<file path="config.mk">
export PLATFORM = sky130hd
export DESIGN_NAME = count_seq_ctrl_flat
export DESIGN_NICKNAME = d
export VERILOG_FILES = /design/src/rtl/count_seq_ctrl_if.sv /design/src/rtl/count_seq_ctrl.sv /design/src/flat_wrapper.sv
export SDC_FILE = /design/constraint.sdc
export NUM_CORES = 1
export LEC_CHECK = 0
export CELL_PAD_IN_SITES_DETAIL_PLACEMENT = 1
export CELL_PAD_IN_SITES_GLOBAL_PLACEMENT = 2
export CORE_AREA = 2 2 45 79
export DETAILED_ROUTE_END_ITERATION = 7
export DIE_AREA = 0 0 47 81
export PLACE_DENSITY = 0.77
export SLEW_MARGIN = 5
export SYNTH_ARGS = -nofsm -noshare
export SYNTH_HDL_FRONTEND = slang
export SYNTH_SLANG_ARGS = --single-unit
</file>
<file path="constraint.sdc">
create_clock -name clk -period 3.6 [get_ports clk]
set_input_delay 0.9 -clock clk [delete_from_list [all_inputs] [get_ports clk]]
set_output_delay 0.9 -clock clk [all_outputs]
set_load 0.05 [all_outputs]
</file>
<file path="src/rtl/count_seq_ctrl_if.sv">
// Control-side bundle between the CSR logic (master) and the count sequencer (slave).
//
// Handshake: start and stop are level requests sampled on every rising clk edge.
// busy is the ready indication. A start is accepted only in a cycle where
// busy == 0 and stop == 0, and mode/terminal are captured on that same edge.
// A start seen while busy is dropped and flagged on err one cycle later.
// done and err are single-cycle pulses. period_cnt is a level that stays valid
// until the next accepted start.
interface count_seq_ctrl_if #(
    parameter int WIDTH = 4,
    parameter int PW    = 8
);
    logic             start;
    logic             stop;
    logic             mode;
    logic [WIDTH-1:0] terminal;
    logic             busy;
    logic             done;
    logic             err;
    logic [PW-1:0]    period_cnt;

    modport master (
        output start, stop, mode, terminal,
        input  busy, done, err, period_cnt
    );

    modport slave (
        input  start, stop, mode, terminal,
        output busy, done, err, period_cnt
    );
endinterface

</file>
<file path="src/rtl/count_seq_ctrl.sv">
// Sequencer for a WIDTH-bit up-counter with synchronous clear.
// It clears the counter, enables it up to a latched terminal value, and then
// either finishes (one-shot) or clears and restarts (auto-reload). It counts
// completed windows and flags protocol and datapath errors.
module count_seq_ctrl #(
    parameter int WIDTH = 4,
    parameter int PW    = 8
) (
    input  logic             clk,
    input  logic             reset_n,      // asynchronous, active-high despite the name
    count_seq_ctrl_if.slave  ctl,
    input  logic [WIDTH-1:0] cnt_val_i,
    output logic             cnt_clear_o,
    output logic             cnt_en_o,
    output logic [2:0]       state_o       // debug view of the FSM state
);

    typedef enum logic [2:0] {
        IDLE   = 3'd0,
        CLEAR  = 3'd1,
        RUN    = 3'd2,
        RELOAD = 3'd3,
        DONE   = 3'd4
    } state_t;

    state_t           state_q;
    logic [WIDTH-1:0] term_q;
    logic             mode_q;
    logic [PW-1:0]    period_q;
    logic             err_q;

    logic             busy;
    logic             at_term;
    logic             over_term;
    logic             err_d;

    assign busy      = (state_q != IDLE);
    assign at_term   = (cnt_val_i == term_q);
    assign over_term = (cnt_val_i > term_q);

    // A start while busy and a counter overrun share one pulse; an overrun that
    // coincides with stop is not flagged because the stop wins.
    assign err_d = (busy && ctl.start) ||
                   ((state_q == RUN) && !ctl.stop && over_term);

    // Main sequencer: state, latched window settings, window counter, error pulse.
    always_ff @(posedge clk or posedge reset_n) begin
        if (reset_n) begin
            state_q  <= IDLE;
            term_q   <= '0;
            mode_q   <= 1'b0;
            period_q <= '0;
            err_q    <= 1'b0;
        end else begin
            err_q <= err_d;
            case (state_q)
                IDLE: begin
                    if (!ctl.stop && ctl.start) begin
                        term_q   <= ctl.terminal;
                        mode_q   <= ctl.mode;
                        period_q <= '0;
                        state_q  <= CLEAR;
                    end
                end
                CLEAR: begin
                    state_q <= ctl.stop ? IDLE : RUN;
                end
                RUN: begin
                    if (ctl.stop || over_term) begin
                        state_q <= IDLE;
                    end else if (at_term) begin
                        state_q <= mode_q ? RELOAD : DONE;
                    end
                end
                RELOAD: begin
                    // The window has already completed, so it is counted even if
                    // a stop arrives in this cycle.
                    period_q <= period_q + 1'b1;
                    state_q  <= ctl.stop ? IDLE : RUN;
                end
                DONE: begin
                    period_q <= period_q + 1'b1;
                    state_q  <= IDLE;
                end
                default: begin
                    state_q <= IDLE;
                end
            endcase
        end
    end

    // The outputs come from the registered state. cnt_en also uses the RUN
    // compare, so the counter stops on the terminal value. cnt_clear is high
    // only in CLEAR and RELOAD, and cnt_en only in RUN, so they never overlap.
    assign cnt_clear_o    = (state_q == CLEAR) || (state_q == RELOAD);
    assign cnt_en_o       = (state_q == RUN) && !at_term;
    assign ctl.busy       = busy;
    assign ctl.done       = (state_q == RELOAD) || (state_q == DONE);
    assign ctl.err        = err_q;
    assign ctl.period_cnt = period_q;
    assign state_o        = state_q;

endmodule

</file>
<file path="src/flat_wrapper.sv">
// flat-port wrapper written by rule: the top's interface ports become plain ports
module count_seq_ctrl_flat 
#(
    parameter int WIDTH = 4,
    parameter int PW    = 8
)
  (clk, reset_n, cnt_val_i, cnt_clear_o, cnt_en_o, state_o, ctl_start, ctl_stop, ctl_mode, ctl_terminal, ctl_busy, ctl_done, ctl_err, ctl_period_cnt);
  count_seq_ctrl_if #(.WIDTH(WIDTH), .PW(PW)) ctl_i ();
  input  logic clk;
  input  logic reset_n;
  input  logic [WIDTH-1:0] cnt_val_i;
  output logic cnt_clear_o;
  output logic cnt_en_o;
  output logic [2:0] state_o;
  input wire logic [$bits(ctl_i.start)-1:0] ctl_start;
  input wire logic [$bits(ctl_i.stop)-1:0] ctl_stop;
  input wire logic [$bits(ctl_i.mode)-1:0] ctl_mode;
  input wire logic [$bits(ctl_i.terminal)-1:0] ctl_terminal;
  output wire logic [$bits(ctl_i.busy)-1:0] ctl_busy;
  output wire logic [$bits(ctl_i.done)-1:0] ctl_done;
  output wire logic [$bits(ctl_i.err)-1:0] ctl_err;
  output wire logic [$bits(ctl_i.period_cnt)-1:0] ctl_period_cnt;
  assign ctl_i.start = ctl_start;
  assign ctl_i.stop = ctl_stop;
  assign ctl_i.mode = ctl_mode;
  assign ctl_i.terminal = ctl_terminal;
  assign ctl_busy = ctl_i.busy;
  assign ctl_done = ctl_i.done;
  assign ctl_err = ctl_i.err;
  assign ctl_period_cnt = ctl_i.period_cnt;
  count_seq_ctrl #(.WIDTH(WIDTH), .PW(PW)) u_core (.clk(clk), .reset_n(reset_n), .ctl(ctl_i), .cnt_val_i(cnt_val_i), .cnt_clear_o(cnt_clear_o), .cnt_en_o(cnt_en_o), .state_o(state_o));
endmodule
</file>
* Word-level counts from Yosys, hierarchy flattened *
Index checks and enable logic that the tools add are counted.

word-level totals
  bits in registers = 17
  input port bits = 13
  output and inout bits = 16
  word-level logic and storage cells = 41

cells by class
  $add $sub $neg = 1
  $lt $le $gt $ge = 1
  equality and inequality tests = 7
  multiplexer cells = 8
  reductions and logical operators = 19

operators with widths
  kind                                                              number
  8-bit one-hot mux with 2 select lines                             1
  3-bit two-way mux                                                 4
  3-bit one-hot mux with 3 select lines                             1
  8-bit by 1-bit adder with 8-bit output (second input constant)    1
  8-bit two-way mux                                                 1
  3-bit by 2-bit == test with 1-bit output (second input constant)  2
  2-bit AND reduction                                               3
  1-bit logical AND                                                 5
  4-bit == test                                                     1
  4-bit > comparator                                                1
  1-bit logical OR                                                  4
  2-bit OR reduction                                                2
  3-bit by 1-bit == test with 1-bit output (second input constant)  1
  3-bit == test (second input constant)                             1
  3-bit logical NOT                                                 1
  3-bit by 1-bit != test with 1-bit output (second input constant)  1
  3-bit nonzero test                                                1
  1-bit logical NOT                                                 2
  2-bit two-way mux                                                 1
  2-bit by 1-bit != test with 1-bit output (second input constant)  1
  2-bit nonzero test                                                1

* Logic depth before layout (Yosys ltp) *
  depth after elaboration = 4
  gate-level depth with buffers = 6
  mapped depth without buffers = 6

* Worst setup path before layout *
No wires, ideal clock.

  path type = input to output
  from = input cnt_val_i[3]
  to = output cnt_en_o
  arrival time = 1.805 ns
  setup slack = 0.895 ns
  stages = 3
  path buffers = 0
  cell sequence = ha_1 > nand4_1 > and3_1

on the way
  cells in the longest elaborated chain, start to end = 3

RTL lines
  what                RTL line              source
  start: declaration  flat_wrapper.sv:11    input logic [WIDTH-1:0] cnt_val_i;
  4-bit == test       count_seq_ctrl.sv:38  assign at_term = (cnt_val_i == term_q);
  1-bit logical NOT   count_seq_ctrl.sv:96  assign cnt_en_o = (state_q == RUN) && !at_term;
  1-bit logical AND   count_seq_ctrl.sv:96
  end: declaration    flat_wrapper.sv:13    output logic cnt_en_o;

No other way between the ends.

* Final worst setup path *
  from = input cnt_val_i[0]
  to = output cnt_en_o

Same word-level chain as after synthesis.

==> qor.csv <==
metric,value,unit
status,"finished, final reports clean",
total of max-cap violations,0,
postcts setup bufs,0,
P_leak,0.000589,uW
fill count,379,
leading area contributor after synthesis,dfrtp_1,
hold_sp,u_core.ctl.period_cnt[7]$_DFFE_PP0P_,
switching share of power,32.6,%
Vias/cell,4.66,
Placed Instances,154,
initial DRC count,7,
Area contributors post-synth,"dfrtp_1 46%, mux2_4 8.1%, ha_1 6.8%",
WL final,2.10,mm
Die W,47,um
Sum Neg Setup Slack,0,ps
pre-CTS WS,459,ps
complex-gate fraction of the synthesized area,7.98,%
via count,736,
row count,28,
CTS Sinks,17,
crit start category,input pin,
Final Critical Period,3130,ps
RSZ-0062 raised after global routing,no,
Worst-Margin Slew,663,ps
Top Ports,29,
Placed Area,0.00126,sq mm
area share of the largest cell type after synthesis,46.0,%
multi-input logic area,457,sq um
Tcrit/Tclk final,86.8,%
Synth Area in Adders,6.77,%
Resize count post-CTS,0,
Synth Cell Area,925,sq um
final non-filler cell area,0.00131,sq mm
Longest Clk Path Bufs,2,
Synth cell types,28,
highest clock rate,0.320,GHz
initial antenna violation count,0,
global-route wire length before repair,3.42,mm
CTS buffer count,3,
Seq cells post-synth,17,
first-pass iteration count of the detailed router,4,
layout cells sized above 1,15.0,%
"Top FF cell, synth",dfrtp_1,
Setup Crit Path Kind,in2out,
sequential fraction of the synthesis area,46.0,%
final non-filler cell total,158,
Root Buffer,clkbuf_8,
CTS Hold Bufs,0,
WL/cell,13.3,um
synthesized instance count,82,
"Clk pin slew, worst setup/hold paths",70,ps
largest family of logic cells by synthesized area,simple AND/OR/NAND/NOR gates,
worst setup margin,475,ps
post-layout util,40.6,%
Worst Path Required,2700,ps
final hold vios,0,
pins over their slew limit,0,
power share of the clock group,26.3,%
Area Overhead vs Synth,41.5,%
Int Power,370,uW
Comb power frac,30.9,%
Commonest cells post-synth,"17 x dfrtp_1, 7 x inv_1, 7 x nand2_1",
"count leader, synth",dfrtp_1,
Worst R2R Path Depth,4,
core area,0.00322,sq mm
Critical Path Fanout Max,4,
# nets final,132,
post-DP HPWL,1.67,mm
flop2flop setup slack,1670,ps
Hold/Removal Path Class,reg2reg,
register area,425,sq um
Post-DRT Antenna Nets,0,
Hold Path Cell Cnt,1,
full die area,0.00381,sq mm
H-tree lvl count,1,
Crit. End Element,output pin,
Initial Util,28.7,%
power per cell area,419,mW/mm^2
asr flop ratio synth,100,%
mux share of post-synthesis cell area,14.7,%
Skew-Pair Late Insertion Delay,250,ps
vias in the first global route,743,
Syn Area/Cell,11.3,sq um
total global-route track usage,12.5,%
post-synthesis xor/xnor area fraction,1.89,%
DIE HEIGHT,81,um
largest net degree at the start of global routing,18,
Worst VDD drop,0.175,mV
WHS Endpoint,u_core.ctl.period_cnt[7]$_DFFE_PP0P_,
Yosys Warn Count,0,
clk_skew,1.22,ps
CTS tree,built,
GR Overflow Total,0,
Crit path arrival time,2230,ps
diodes inserted,0,
gpl congestion,0.675,
Psw,179,uW
FF-to-FF Start,u_core.state_o[0]$_DFFE_PP0P_,
Slew HR,55.8,%
Final setup viols,0,
Synth Area in Simple Gates,18.0,%
Mapped Nets,100,
PortBufs,28,
reg2reg end,u_core.ctl.period_cnt[0]$_DFFE_PP0P_,
worst setup path start,cnt_val_i[0],
Post-synth EDFFs,0,
Flop pwr share,42.7,%
# DRC,0,
## worst max-delay path by stage
stage	slack, ps	endpoint
after floorplan	890	cnt_en_o
after global placement	480	cnt_en_o
after detailed placement	460	cnt_en_o
after CTS	460	cnt_en_o
after global routing	400	cnt_en_o
final	470	cnt_en_o
## per-stage QoR
step | total power, uW | hold slack [ps]
after floorplan | 350 | 431
after global placement | 406 | 469
after detailed placement | 411 | 474
after CTS | 558 | 488
after global routing | 585 | 520
final | 549 | 480
## critical path: stages
cell	delay, ps
clkdlybuf4s50_1	460
inv_1	40
ha_1	270
nand4_1	150
and3_1	250
buf_12	150
## state kept, by name (all words and copies together), names as in the netlist
name / flops
u_core.ctl.err: 1
u_core.ctl.period_cnt: 8
u_core.mode_q: 1
u_core.state_o: 3
u_core.term_q: 4
## power by group through the flow
stage          registers, uW  logic [uW]  clock network [uW]
2_1_floorplan            263        86.9                   0
3_3_place_gp             237         169                   0
3_5_place_dp             239         172                   0
4_1_cts                  235         173                 150
5_1_grt                  239         185                 160
6_report                 235         170                 144
## cell type report
cell class	count	share of cell area, %
Sequential cell	17	32.5
Clock buffer	3	3.15
Timing Repair Buffer	29	22.8
Clock inverter	1	0.382
Multi-Input combinational cell	56	34.9
Tap cell	45	4.30
Inverter	7	2.01
## metal layers
metal | wire length, um | track usage [%] | up-vias | share of wire (%)
met5 | 0 | 0 | - | 0
met2 | 1170 | 22.1 | 19 | 56
met1 | 827 | 14.5 | 362 | 39
li1 | - | - | 351 | -
met3 | 53 | 0.667 | 4 | 2.5
met4 | 45 | 5.83 | 0 | 2.1
## logic make-up (layout without fill, tap and decap cells)
logic type      after synthesis  count (layout)
flops                        17              17
compound gates               10              10
buf+inv                       9              40
simple gates                 28              28
fa+ha+maj                     5               5
mux                          11              11
xor+xnor                      2               2
## cells in the final DEF (no fill, tap or decap), types with 2 or more instances in the layout
cell and count:
and3_1 2, inv_1 7, a22o_1 3, mux2i_1 5, xnor2_1 2, nand4_1 2
clkbuf_8 3, clkdlybuf4s50_1 27, nor2b_1 2, nand2b_1 2, a21oi_1 3, ha_1 5
nand2_1 7, mux2_4 5, dfrtp_1 17, nor2_1 3, nand3_1 4
Power figures use the tool's default switching activity.
